`src/rtl/serial_alu_seq.sv`:
```
// Bit-serial ALU: one alu1 slice evaluates a WIDTH-bit ADD/SUB/logic op LSB first,
// one bit per clock, with a start/done handshake and carryout/overflow/zero flags.

module alu1 (
  input  logic       a_i,
  input  logic       b_i,
  input  logic       cin_i,
  input  logic [2:0] control_i,
  output logic       out_o,
  output logic       cout_o
);
  logic b_eff;
  logic sum;

  // control[0] inverts B so that SUB becomes A + ~B + 1 with cin=1
  assign b_eff  = b_i ^ control_i[0];
  assign sum    = a_i ^ b_eff ^ cin_i;
  assign cout_o = (a_i & b_eff) | (cin_i & (a_i ^ b_eff));

  always_comb begin
    out_o = sum;
    if (control_i[2]) begin
      case (control_i[1:0])
        2'b00:   out_o = a_i & b_i;
        2'b01:   out_o = a_i | b_i;
        2'b10:   out_o = ~(a_i | b_i);
        default: out_o = a_i ^ b_i;
      endcase
    end
  end
endmodule

module serial_alu_seq #(
  parameter int WIDTH = 32,
  parameter int CNT_W = $clog2(WIDTH)
) (
  input  logic             clock,
  input  logic             reset,
  input  logic             start,
  input  logic [2:0]       control,
  input  logic [WIDTH-1:0] A,
  input  logic [WIDTH-1:0] B,
  output logic             busy,
  output logic             done,
  output logic [WIDTH-1:0] out,
  output logic             carryout,
  output logic             overflow,
  output logic             zero
);
  typedef enum logic [1:0] {S_IDLE, S_RUN, S_FIN} state_t;

  localparam logic [CNT_W-1:0] LAST = CNT_W'(WIDTH - 1);

  state_t             state_q;
  logic [WIDTH-1:0]   a_sh_q;
  logic [WIDTH-1:0]   b_sh_q;
  logic [2:0]         ctrl_q;
  logic               carry_q;
  logic [CNT_W-1:0]   cnt_q;
  logic [WIDTH-1:0]   res_q;
  logic [WIDTH-1:0]   res_d;
  logic [WIDTH-1:0]   out_q;
  logic               busy_q;
  logic               done_q;
  logic               cout_q;
  logic               ovf_q;
  logic               zero_q;
  logic               slice_out;
  logic               slice_cout;

  alu1 u_slice (
    .a_i       (a_sh_q[0]),
    .b_i       (b_sh_q[0]),
    .cin_i     (carry_q),
    .control_i (ctrl_q),
    .out_o     (slice_out),
    .cout_o    (slice_cout)
  );

  // Shadow result with the current slice bit merged in; becomes visible only on entry to FIN
  always_comb begin
    res_d        = res_q;
    res_d[cnt_q] = slice_out;
  end

  always_ff @(posedge clock or negedge reset) begin
    if (!reset) begin
      state_q <= S_IDLE;
      a_sh_q  <= '0;
      b_sh_q  <= '0;
      ctrl_q  <= '0;
      carry_q <= 1'b0;
      cnt_q   <= '0;
      res_q   <= '0;
      out_q   <= '0;
      busy_q  <= 1'b0;
      done_q  <= 1'b0;
      cout_q  <= 1'b0;
      ovf_q   <= 1'b0;
      zero_q  <= 1'b0;
    end else begin
      case (state_q)
        S_IDLE, S_FIN: begin
          done_q <= 1'b0;
          if (start) begin
            a_sh_q  <= A;
            b_sh_q  <= B;
            ctrl_q  <= control;
            carry_q <= control[0];
            cnt_q   <= '0;
            res_q   <= '0;
            busy_q  <= 1'b1;
            state_q <= S_RUN;
          end else begin
            busy_q  <= 1'b0;
            state_q <= S_IDLE;
          end
        end
        S_RUN: begin
          a_sh_q  <= a_sh_q >> 1;
          b_sh_q  <= b_sh_q >> 1;
          carry_q <= slice_cout;
          res_q   <= res_d;
          cnt_q   <= cnt_q + CNT_W'(1);
          if (cnt_q == LAST) begin
            // carry_q here is still the carry into the MSB slice
            state_q <= S_FIN;
            busy_q  <= 1'b0;
            done_q  <= 1'b1;
            out_q   <= res_d;
            cout_q  <= ~ctrl_q[2] & slice_cout;
            ovf_q   <= ~ctrl_q[2] & (slice_cout ^ carry_q);
            zero_q  <= (res_d == '0);
          end
        end
        default: state_q <= S_IDLE;
      endcase
    end
  end

  assign busy     = busy_q;
  assign done     = done_q;
  assign out      = out_q;
  assign carryout = cout_q;
  assign overflow = ovf_q;
  assign zero     = zero_q;
endmodule

```
`config.mk`:
```
export PLATFORM = sky130hd
export DESIGN_NAME = serial_alu_seq
export DESIGN_NICKNAME = d
export VERILOG_FILES = /design/src/rtl/serial_alu_seq.sv
export SDC_FILE = /design/constraint.sdc
export NUM_CORES = 1
export LEC_CHECK = 0
export ABC_AREA = 0
export BUFFER_PORTS_ARGS = -buffer_cell sky130_fd_sc_hd__buf_2
export CORE_UTILIZATION = 61
export CTS_BUF_LIST = sky130_fd_sc_hd__clkbuf_16
export DETAILED_ROUTE_END_ITERATION = 6
export PLACE_DENSITY = 0.9
export SLEW_MARGIN = 20
export SYNTH_ARGS = -nofsm -noshare
export SYNTH_HDL_FRONTEND = slang
export SYNTH_SLANG_ARGS = --single-unit
```
`constraint.sdc`:
```
create_clock -name clock -period 3.37 [get_ports clock]
set_input_delay 1.011 -clock clock [delete_from_list [all_inputs] [get_ports clock]]
set_output_delay 1.011 -clock clock [all_outputs]
set_load 0.005 [all_outputs]
```
Word-level counts from Yosys, hierarchy flattened
Index checks and enable logic that the tools add are counted.
Widths: inputs -> output; s select.
{"block": "word_totals", "regBits": 144, "latchBits": 0, "ramBits": 0, "rom_bits": 0, "inputBits": 70, "out_inout_bits": 37, "elab_cells": 70, "memories": 0}
{"block": "op_classes", "addsub": 1, "mul": 0, "n_div": 0, "order_cmp": 2, "n_eq_ne": 7, "shifts": 0, "n_mux": 23, "bitwise_logic": 14, "reduce_logical": 10}
{"op": "$pmux 32 s2", "n": 3}
{"op": "$mux 32", "n": 3}
{"op": "$bwmux 32", "n": 1}
{"op": "$logic_not 32->1", "n": 1}
{"op": "$pmux 5 s2", "n": 1}
{"op": "$reduce_and 2->1", "n": 4}
{"op": "$mux 1", "n": 7}
{"op": "$lt 5x6->1 const B", "n": 1}
{"op": "$pmux 1 s2", "n": 3}
{"op": "$add 5x1->5 const B", "n": 1}
{"op": "$and 1x1->1", "n": 5}
{"op": "$demux 1 s5", "n": 1}
{"op": "$eq 5x5->1 const B", "n": 1}
{"op": "$ge 5x1->1 const B", "n": 1}
{"op": "$mux 5", "n": 1}
{"op": "$xor 1x1->1", "n": 5}
{"op": "$eq 2x1->1 const B", "n": 2}
{"op": "$eq 2x2->1 const B", "n": 2}
{"op": "$logic_not 2->1", "n": 2}
{"op": "$ne 2x2->1 const B", "n": 2}
{"op": "$pmux 2 s2", "n": 1}
{"op": "$pmux 1 s3", "n": 1}
{"op": "$mux 2", "n": 1}
{"op": "$not 1->1", "n": 2}
{"op": "other kinds (4)", "n": 5}

Depth between registers and ports, before layout
Gate-level depths: netlist (run 1).
{"block": "logic_depth", "ltp_word": 6, "ltp_mapped": 10, "depth_no_buf": 7}

Hierarchy
A second synthesis (run 1) with hierarchy kept.
{"block": "unflattened", "hier_cells": 656, "hier_area_um2": 6485.0}
{"mod": "serial_alu_seq", "n_inst": 1, "cells_each": 642, "area_per_inst_um2": 6362.4, "seq_area_each_um2": 3603.5}
{"mod": "alu1", "n_inst": 1, "cells_each": 14, "area_per_inst_um2": 122.6, "seq_area_each_um2": 0.0}

Worst setup path after synthesis (run 1)
No wires, ideal clock.
{"block": "synth_path", "kind": "in2reg", "from": "input port start", "to": "register res_q[15]", "setup_time_ps": 84, "arrival_ps": 2031, "required_time_ps": 3286, "path_slack_ps": 1255, "cell_stages": 6, "n_path_buf": 2, "path_cell_list": "nor2b_1 -> clkbuf_1 -> nor2_1 -> clkbuf_1 -> a21oi_1 -> o22ai_1"}
{"block": "synth_between", "elab_chain_len": 2}
{"item": "from (decl)", "line_no": "39", "rtl": "input logic start,"}
{"item": "$ne 2x2->1 (no source line)"}
{"item": "$reduce_and 2->1 (no source line)"}
{"item": "to (signal assigned)", "line_no": "123", "rtl": "res_q <= res_d;"}
{"item": "to (decl)", "line_no": "60", "rtl": "logic [WIDTH-1:0] res_q;"}
Every way passes these cells.
A chain may end at the register's enable or synchronous reset.

Final worst setup path (run 1)
{"block": "layout_path", "from": "register cnt_q[2]", "to": "register zero_q (netlist: zero)"}
{"block": "layout_between", "elab_chain_len": 6, "word_cells_on_any_way": 9, "classes_between": "order compare: 2; eq/ne: 1; mux: 3; reduce/logical: 3"}
{"item": "from (decl)", "line_no": "59", "rtl": "logic [CNT_W-1:0] cnt_q;"}
{"item": "from (signal assigned)", "line_no": "124", "rtl": "cnt_q <= cnt_q + CNT_W'(1);"}
{"item": "$lt 5x6->1 (not written as such) / $ge 5x1->1 (equally long branches)", "line_no": "83", "rtl": "res_d[cnt_q] = slice_out;"}
{"item": "$logic_and 1x1->1 (not written as such)", "line_no": "83"}
{"item": "$mux 1 (not written as such)", "line_no": "83"}
{"item": "$demux 1 s5", "line_no": "83"}
{"item": "$bwmux 32", "line_no": "83"}
{"item": "$logic_not 32->1", "line_no": "133", "rtl": "zero_q <= (res_d == '0);"}
{"item": "to (signal assigned)", "line_no": "133"}
{"item": "to (decl)", "line_no": "67", "rtl": "logic zero_q;"}
Parallel ways exist; a longest one is shown, timed or not.

==> summary.md, run 1 <==
| Metric | Value |
|---|---|
| Die area | `11800 um2` |
| Area Overhead vs Synth | `16.4%` |
| Violated checks | `design-rule violations` |
| Via count | `5926` |
| Reg-to-reg endpoint | `zero` |
| Max Cap Viol | `0` |
| Slowest stage delay, CP | `0.88 ns` |
| CTS Buffer Depth | `2` |
| Setup TNS | `0 ns` |
| Worst-skew pair later-pin latency | `0.42 ns` |
| First-pass DRT Iterations | `7` |
| Ant diodes | `0` |
| Critical Path AT | `2.82 ns` |
| Clock-pin slew of the registers on the worst-case setup and hold paths | `0.06 ns` |
| Tightest Pin Transition | `0.839 ns` |
| Worst setup EP type | `register` |
| GRT Overall Usage | `30.1%` |
| Grt total ovfl | `0` |
| DRC | `1` |
| P_leak | `0.00393 uW` |
| Post-route cell area | `8110 um2` |
| Initial core utilization | `63.4%` |
| Worst path slowest cell | `dfrtp_1` |
| F_max | `402 MHz` |
| Port Buffers | `106` |
| Io pins | `107` |
| Vias in the first global route | `5823` |
| Area contributors post-synth | `dfrtp_1, nand2_1, a22oi_1` |
| Worst endpoint required time | `3.71 ns` |
| Post-synth EDFFs | `0` |
| Worst hold path cell count | `2` |
| Synth cell types | `56` |
| Yosys warnings | `0` |
| DP Cell Count | `941` |
| DIE HEIGHT | `109 um` |
| Placed Area | `7530 um2` |
| Minimum clock period | `2.49 ns` |
| Setup Skew | `0.00885 ns` |
| CTS root buf | `clkbuf_16` |
| Layout cells sized above 1 | `19.1%` |
| Pwr Density | `959 nW/um2` |
| TritonCTS Buffers | `17` |
| Type of the worst setup path | `reg -> reg` |
| Post_cts resized | `0` |
| Post-synthesis sequential area ratio | `51.7%` |
| Postcts setup bufs | `0` |
| Yosys top cell by area | `dfrtp_1` |
| Total power draw | `7780 uW` |
| Row cnt | `38` |
| Die width | `109 um` |
| Final wirelength | `16300 um` |
| Worst slew margin | `44.1%` |
| Max H-tree Level | `4` |
| Worst Reg-to-Reg Cells | `6` |
| Core footprint | `11000 um2` |
| Fin cells | `973` |
| Routed WL per cell | `16.8 um` |
| VDD IR max | `536 uV` |
| Hold Startpoint | `out[31]` |
| First-pass GRT wire length | `27300 um` |
| Primary FF master, synth | `dfrtp_1` |
| Crit-path leading delay family | `simple AND/OR/NAND/NOR gates` |
| Largest net degree at the start of global routing | `77` |
| CP bufs+invs | `0` |
| CP Max Fanout | `27` |
| CTS tree | `yes` |
| Hold EP | `out[31]` |
| Number of nets in the layout | `898` |
| Drt via density | `6.09` |
| Initial antenna violation count | `0` |
| Syn Nets | `820` |
| Asr flop ratio synth | `100%` |
| Synth Cell Area | `6960 um2` |
| Final core utilization | `73.8%` |
| Syn Area/Cell | `9.39 um2` |
| Worst Hold Class | `reg -> reg` |
| Status | `finished, violations left` |
| Crit-path cells | `and3_1 > ha_1 > nand2_2 > nor4_1 > nand4_1 > o31ai_2` |
| Critical Path Source Type | `register` |
| RD Place Congestion | `0.950` |
| R2r setup slk | `0.88 ns` |
| Hold Fails Final Rpt | `0` |
| Hold Buf Count CTS | `0` |
| Unrepaired setup endpoints after global routing | `no` |
| Clk sinks | `144` |
| Crit share post-route | `73.8%` |
| Iter 0 DRT Violations | `485` |
| Yosys top cell area share | `51.7%` |
| Final HPWL DP | `10700 um` |
| Syn Inst Count | `742` |
| Synthesized flop and latch total | `144` |
| Max-slew violations | `0` |
| Final setup viols | `0` |
| Reg2reg start | `cnt_q[2]` |
| Antenna Nets Post-Route | `0` |
tightest hold or removal path, delay by kind of cell, from the launching register on:
family | cells | cell delay (ns)
AO/OA/AOI/OAI | 1 | 0.06
flip-flops | 1 | 0.34
AND/OR/NAND/NOR | 1 | 0.04
sequential cells by signal, summed over array words and instances (netlist names), 2 cells and up:
register / count
a_sh_q: 32
b_sh_q: 32
cnt_q: 5
ctrl_q: 3
out: 32
res_q: 32
state_q: 2
cell families after synthesis:
| kind of cell | share of synthesized area (%) |
|---|---|
| adders and majority gates | 1.55 |
| buffers and inverters | 4.92 |
| and+or+nand+nor | 16.0 |
| xor gates and xnor gates | 0.377 |
| AOI/OAI and AO/OA | 21.6 |
| muxes | 3.88 |
| DFF | 51.7 |
metrics by stage:
step / hold WS [ns] / worst slack, ns
5_1_grt: 0.497 / 0.738
4_1_cts: 0.479 / 0.956
2_1_floorplan: 0.446 / 1.25
6_report: 0.472 / 0.883
3_5_place_dp: 0.462 / 0.851
3_3_place_gp: 0.456 / 0.974
area by class of cell:
type	instances	area [um2]
clock inverter	15	151
inverter	21	78.8
multi-input combinational	519	3040
sequential	144	3600
tap	140	175
timing repair buffer	117	632
clock buffer	17	425
fill	749	2870
metal layers:
metal	vias up	global-route usage [%]	wire length, um
li1	2764	-	-
met5	-	0	0
met1	2847	37.8	6770
met3	45	7.47	1250
met2	270	47.8	7770
met4	0	16.8	522
cell usage after synthesis (all sizes together), types with 8 or more instances:
master and count:
a22oi 63, inv 21, o22ai 17, buf 12
nand2 180, nor2 34, clkbuf 46, a21oi 13
dfrtp 144, o21ai 73, mux2i 27, nor2b 8
a22o 27
cells in the final DEF, fill, tap and decap left out, types with 3 or more instances in the layout:
master | synthesis | routed
nand2_1 | 179 | 178
dfrtp_1 | 144 | 144
buf_2 | 7 | 105
o21ai_0 | 73 | 73
a22oi_1 | 63 | 63
nor2_1 | 33 | 32
a22o_1 | 27 | 27
mux2i_1 | 27 | 27
inv_1 | 21 | 22
o22ai_1 | 17 | 17
clkbuf_16 | 0 | 17
a21oi_1 | 13 | 13
buf_4 | 0 | 10
ha_1 | 7 | 7
nand2b_1 | 6 | 6
nand3_1 | 6 | 6
nor2b_1 | 8 | 6
clkinv_1 | 0 | 5
nand4_1 | 4 | 4
a21boi_0 | 4 | 4
or2_2 | 3 | 3
o31ai_1 | 3 | 3
a31oi_1 | 3 | 3
nor4_1 | 3 | 3
clkinv_2 | 0 | 3
bufinv_16 | 0 | 3
how the worst max path moves through the flow:
stage	startpoint	to	slack (ns)	cells past startpoint
after floorplan	start	res_q[15]	1.25	6
after global placement	start	res_q[30]	0.97	5
after detailed placement	start	res_q[30]	0.85	5
after CTS	cnt_q[2]	zero	0.96	6
after global routing	cnt_q[0]	zero	0.74	7
final	cnt_q[2]	zero	0.88	6
report_power, final:
part | switching, uW | internal, uW
Clock | 706 | 1140
Sequential | 582 | 2390
Combinational | 1740 | 1220
Total | 3020 | 4750
No activity file was read; power rests on OpenSTA's default activity.
==> run 2, diff against run 1 <==
- CORE_UTILIZATION: 61 -> 57
- PLACE_DENSITY: 0.9 -> 0.85
- clock period: 3.37 -> 2.4 ns (I/O delays scaled with it)
==> run 2 against run 1 <==
Count of clock-buffer cells in the layout unchanged. Maximum frequency increased by 11%. Clock skew about the same. Global-route usage decreased by 2.5 points. The run now ends clean. Sequential cell count unchanged. Critical path type unchanged. Setup slack got worse by 0.73 ns. Combinational power increased by 46%. Die area increased by 6.9%. Routed wire length increased by 0.15%. Register-to-register slack got worse by 0.73 ns.
==> summary.md, run 2 (synthesis results as in run 1) <==
| Metric | Value |
|---|---|
| Status | `completed` |
| Via count | `5872 (-0.91%)` |
| Port Buffers | `106 (unchanged)` |
| Postcts setup bufs | `0 (unchanged)` |
| Critical Path Source Type | `register` |
| Metal1 wirelength | `6920 um (+2.2%)` |
| F_max | `445 MHz (+11%)` |
| Worst-skew pair later-pin latency | `0.42 ns (about the same)` |
| Ant diodes | `0 (unchanged)` |
| Clock-pin slew of the registers on the worst-case setup and hold paths | `0.06 ns (about the same)` |
| Initial core utilization | `58.2% (-5.2 points)` |
| WL met3 | `977 um (-22%)` |
| Antenna Nets Post-Route | `0 (unchanged)` |
| Core footprint | `12000 um2 (+8.9%)` |
| Max-slew violations | `0 (unchanged)` |
| CTS Buffer Depth | `2 (unchanged)` |
| R2r setup slk | `0.15 ns (-0.73 ns)` |
| P_leak | `0.00400 uW (+1.7%)` |
| Worst setup EP type | `register` |
| CTS tree | `yes` |
| CTS root buf | `clkbuf_16` |
| Number of nets in the layout | `911 (+1.4%)` |
| Setup TNS | `0 ns (unchanged)` |
| Critical Path AT | `2.58 ns (-0.24 ns)` |
| Tightest Pin Transition | `0.629 ns (-0.210 ns)` |
| RD Place Congestion | `0.898 (-5.5%)` |
| VDD IR max | `706 uV (+32%)` |
| Io pins | `107 (unchanged)` |
| Minimum clock period | `2.25 ns (-0.240 ns)` |
| DIE HEIGHT | `113 um (+3.4%)` |
| Final HPWL DP | `11200 um (+4.6%)` |
| Post-route cell area | `8240 um2 (+1.6%)` |
| Vias in the first global route | `5768 (-0.94%)` |
| Worst endpoint required time | `2.73 ns (-0.98 ns)` |
| Top layer in use | `met4` |
| Hold Fails Final Rpt | `0 (unchanged)` |
| Commonest non-fill, non-tap cell in the layout | `nand2_1` |
| Max Cap Viol | `0 (unchanged)` |
| Final setup viols | `0 (unchanged)` |
| Die width | `113 um (+3.4%)` |
| First-pass GRT wire length | `27600 um (+1.3%)` |
| GRT Overall Usage | `27.6% (-2.5 points)` |
| Largest net degree at the start of global routing | `69 (-10%)` |
| Initial antenna violation count | `0 (unchanged)` |
| Die area | `12700 um2 (+6.9%)` |
| Clk sinks | `144 (unchanged)` |
| Unrepaired setup endpoints after global routing | `no` |
| CP Max Fanout | `34 (+26%)` |
| Met2 WL | `8080 um (+4.0%)` |
| Layout cells sized above 1 | `20.8% (+1.7 points)` |
| Worst Hold Class | `in -> async` |
| Final wirelength | `16300 um (+0.15%)` |
| Routed WL per cell | `16.5 um (-1.9%)` |
| First-pass DRT Iterations | `5 (-2)` |
| Iter 0 DRT Violations | `380 (-22%)` |
| Type of the worst setup path | `reg -> reg` |
| Crit share post-route | `93.6% (+20 points)` |
| DRC | `0 (-1)` |
| Pwr Density | `1320 nW/um2 (+38%)` |
| Grt total ovfl | `0 (unchanged)` |
| Max H-tree Level | `4 (unchanged)` |
| TritonCTS Buffers | `17 (unchanged)` |
| Row cnt | `40 (+5.3%)` |
| Placed Area | `7660 um2 (+1.7%)` |
| Drt via density | `5.91 (-2.9%)` |
| Most frequent cells in the layout | `nand2_1, dfrtp_1, buf_2` |
| Worst slew margin | `58.0% (+14 points)` |
| Setup Skew | `0.00873 ns (-0.000120 ns)` |
| Area Overhead vs Synth | `18.3%` |
==> run 2: cell count changes in the layout (fill, tap and decap cells not counted), sizes merged <==
| cell | previous run | this run |
|---|---|---|
| buf | 117 | 130 |
| inv | 22 | 24 |
| bufinv | 3 | 2 |
| clkinv | 9 | 8 |
==> run 2: worst max-delay path, cell delays in order, from the launching register on <==
cell	delay, ns
dfrtp_1	0.41
xnor2_1	0.20
fa_1	0.44
nor2_1	0.13
a31o_2	0.12
buf_4	0.33
nand2_1	0.27
o22ai_1	0.23
==> run 2: stage by stage <==
step,util [%],setup slack [ns],hold WS [ns],instances,power (uW)
final,68.9,0.153,0.261,993,10900
after floorplan,-,0.308,0.424,742,7180
after detailed placement,64.1,0.0697,0.462,961,8350
after CTS,68.8,0.0511,0.274,993,10900
after global routing,68.9,0.0461,0.288,993,11700
after global placement,64.1,0.191,0.456,961,8110
==> run 2: per-layer routing <==
| layer | vias up | global-route usage, % |
|---|---|---|
| met5 | - | 0 |
| met4 | 0 | 10.1 |
| met3 | 33 | 6.53 |
| met2 | 205 | 45.9 |
| met1 | 2844 | 35.4 |
| li1 | 2790 | - |
==> run 2: power breakdown <==
group	switching (uW)	internal [uW]	total, uW
logic	2530	1800	4330
clock network	1010	1520	2530
registers	694	3360	4050
==> run 2: layout make-up <==
class / instances / area, um2
Clock buffer: 17 / 425
Clock inverter: 15 / 145
Fill cell: 931 / 3720
Inverter: 21 / 78.8
Multi-Input combinational cell: 519 / 3050
Sequential cell: 144 / 3600
Tap cell: 147 / 184
Timing Repair Buffer: 130 / 754
==> run 2: final timing paths <==
check                             end      start  depth (start not counted)
max                         res_q[13]  b_sh_q[0]                          7
min                         res_q[31]      reset                          1
max reg2reg                 res_q[13]  b_sh_q[0]                          7
min reg2reg                   out[10]    out[10]                          2
max in group asynchronous  b_sh_q[17]      reset                          2
min in group clock            out[10]    out[10]                          2
==> run 2: repair_timing <==
action | 4_1_cts | 5_1_grt
endpoints found under the setup margin | 0 | 25
resized for setup | 0 | 2
hold buffers | 0 | 0
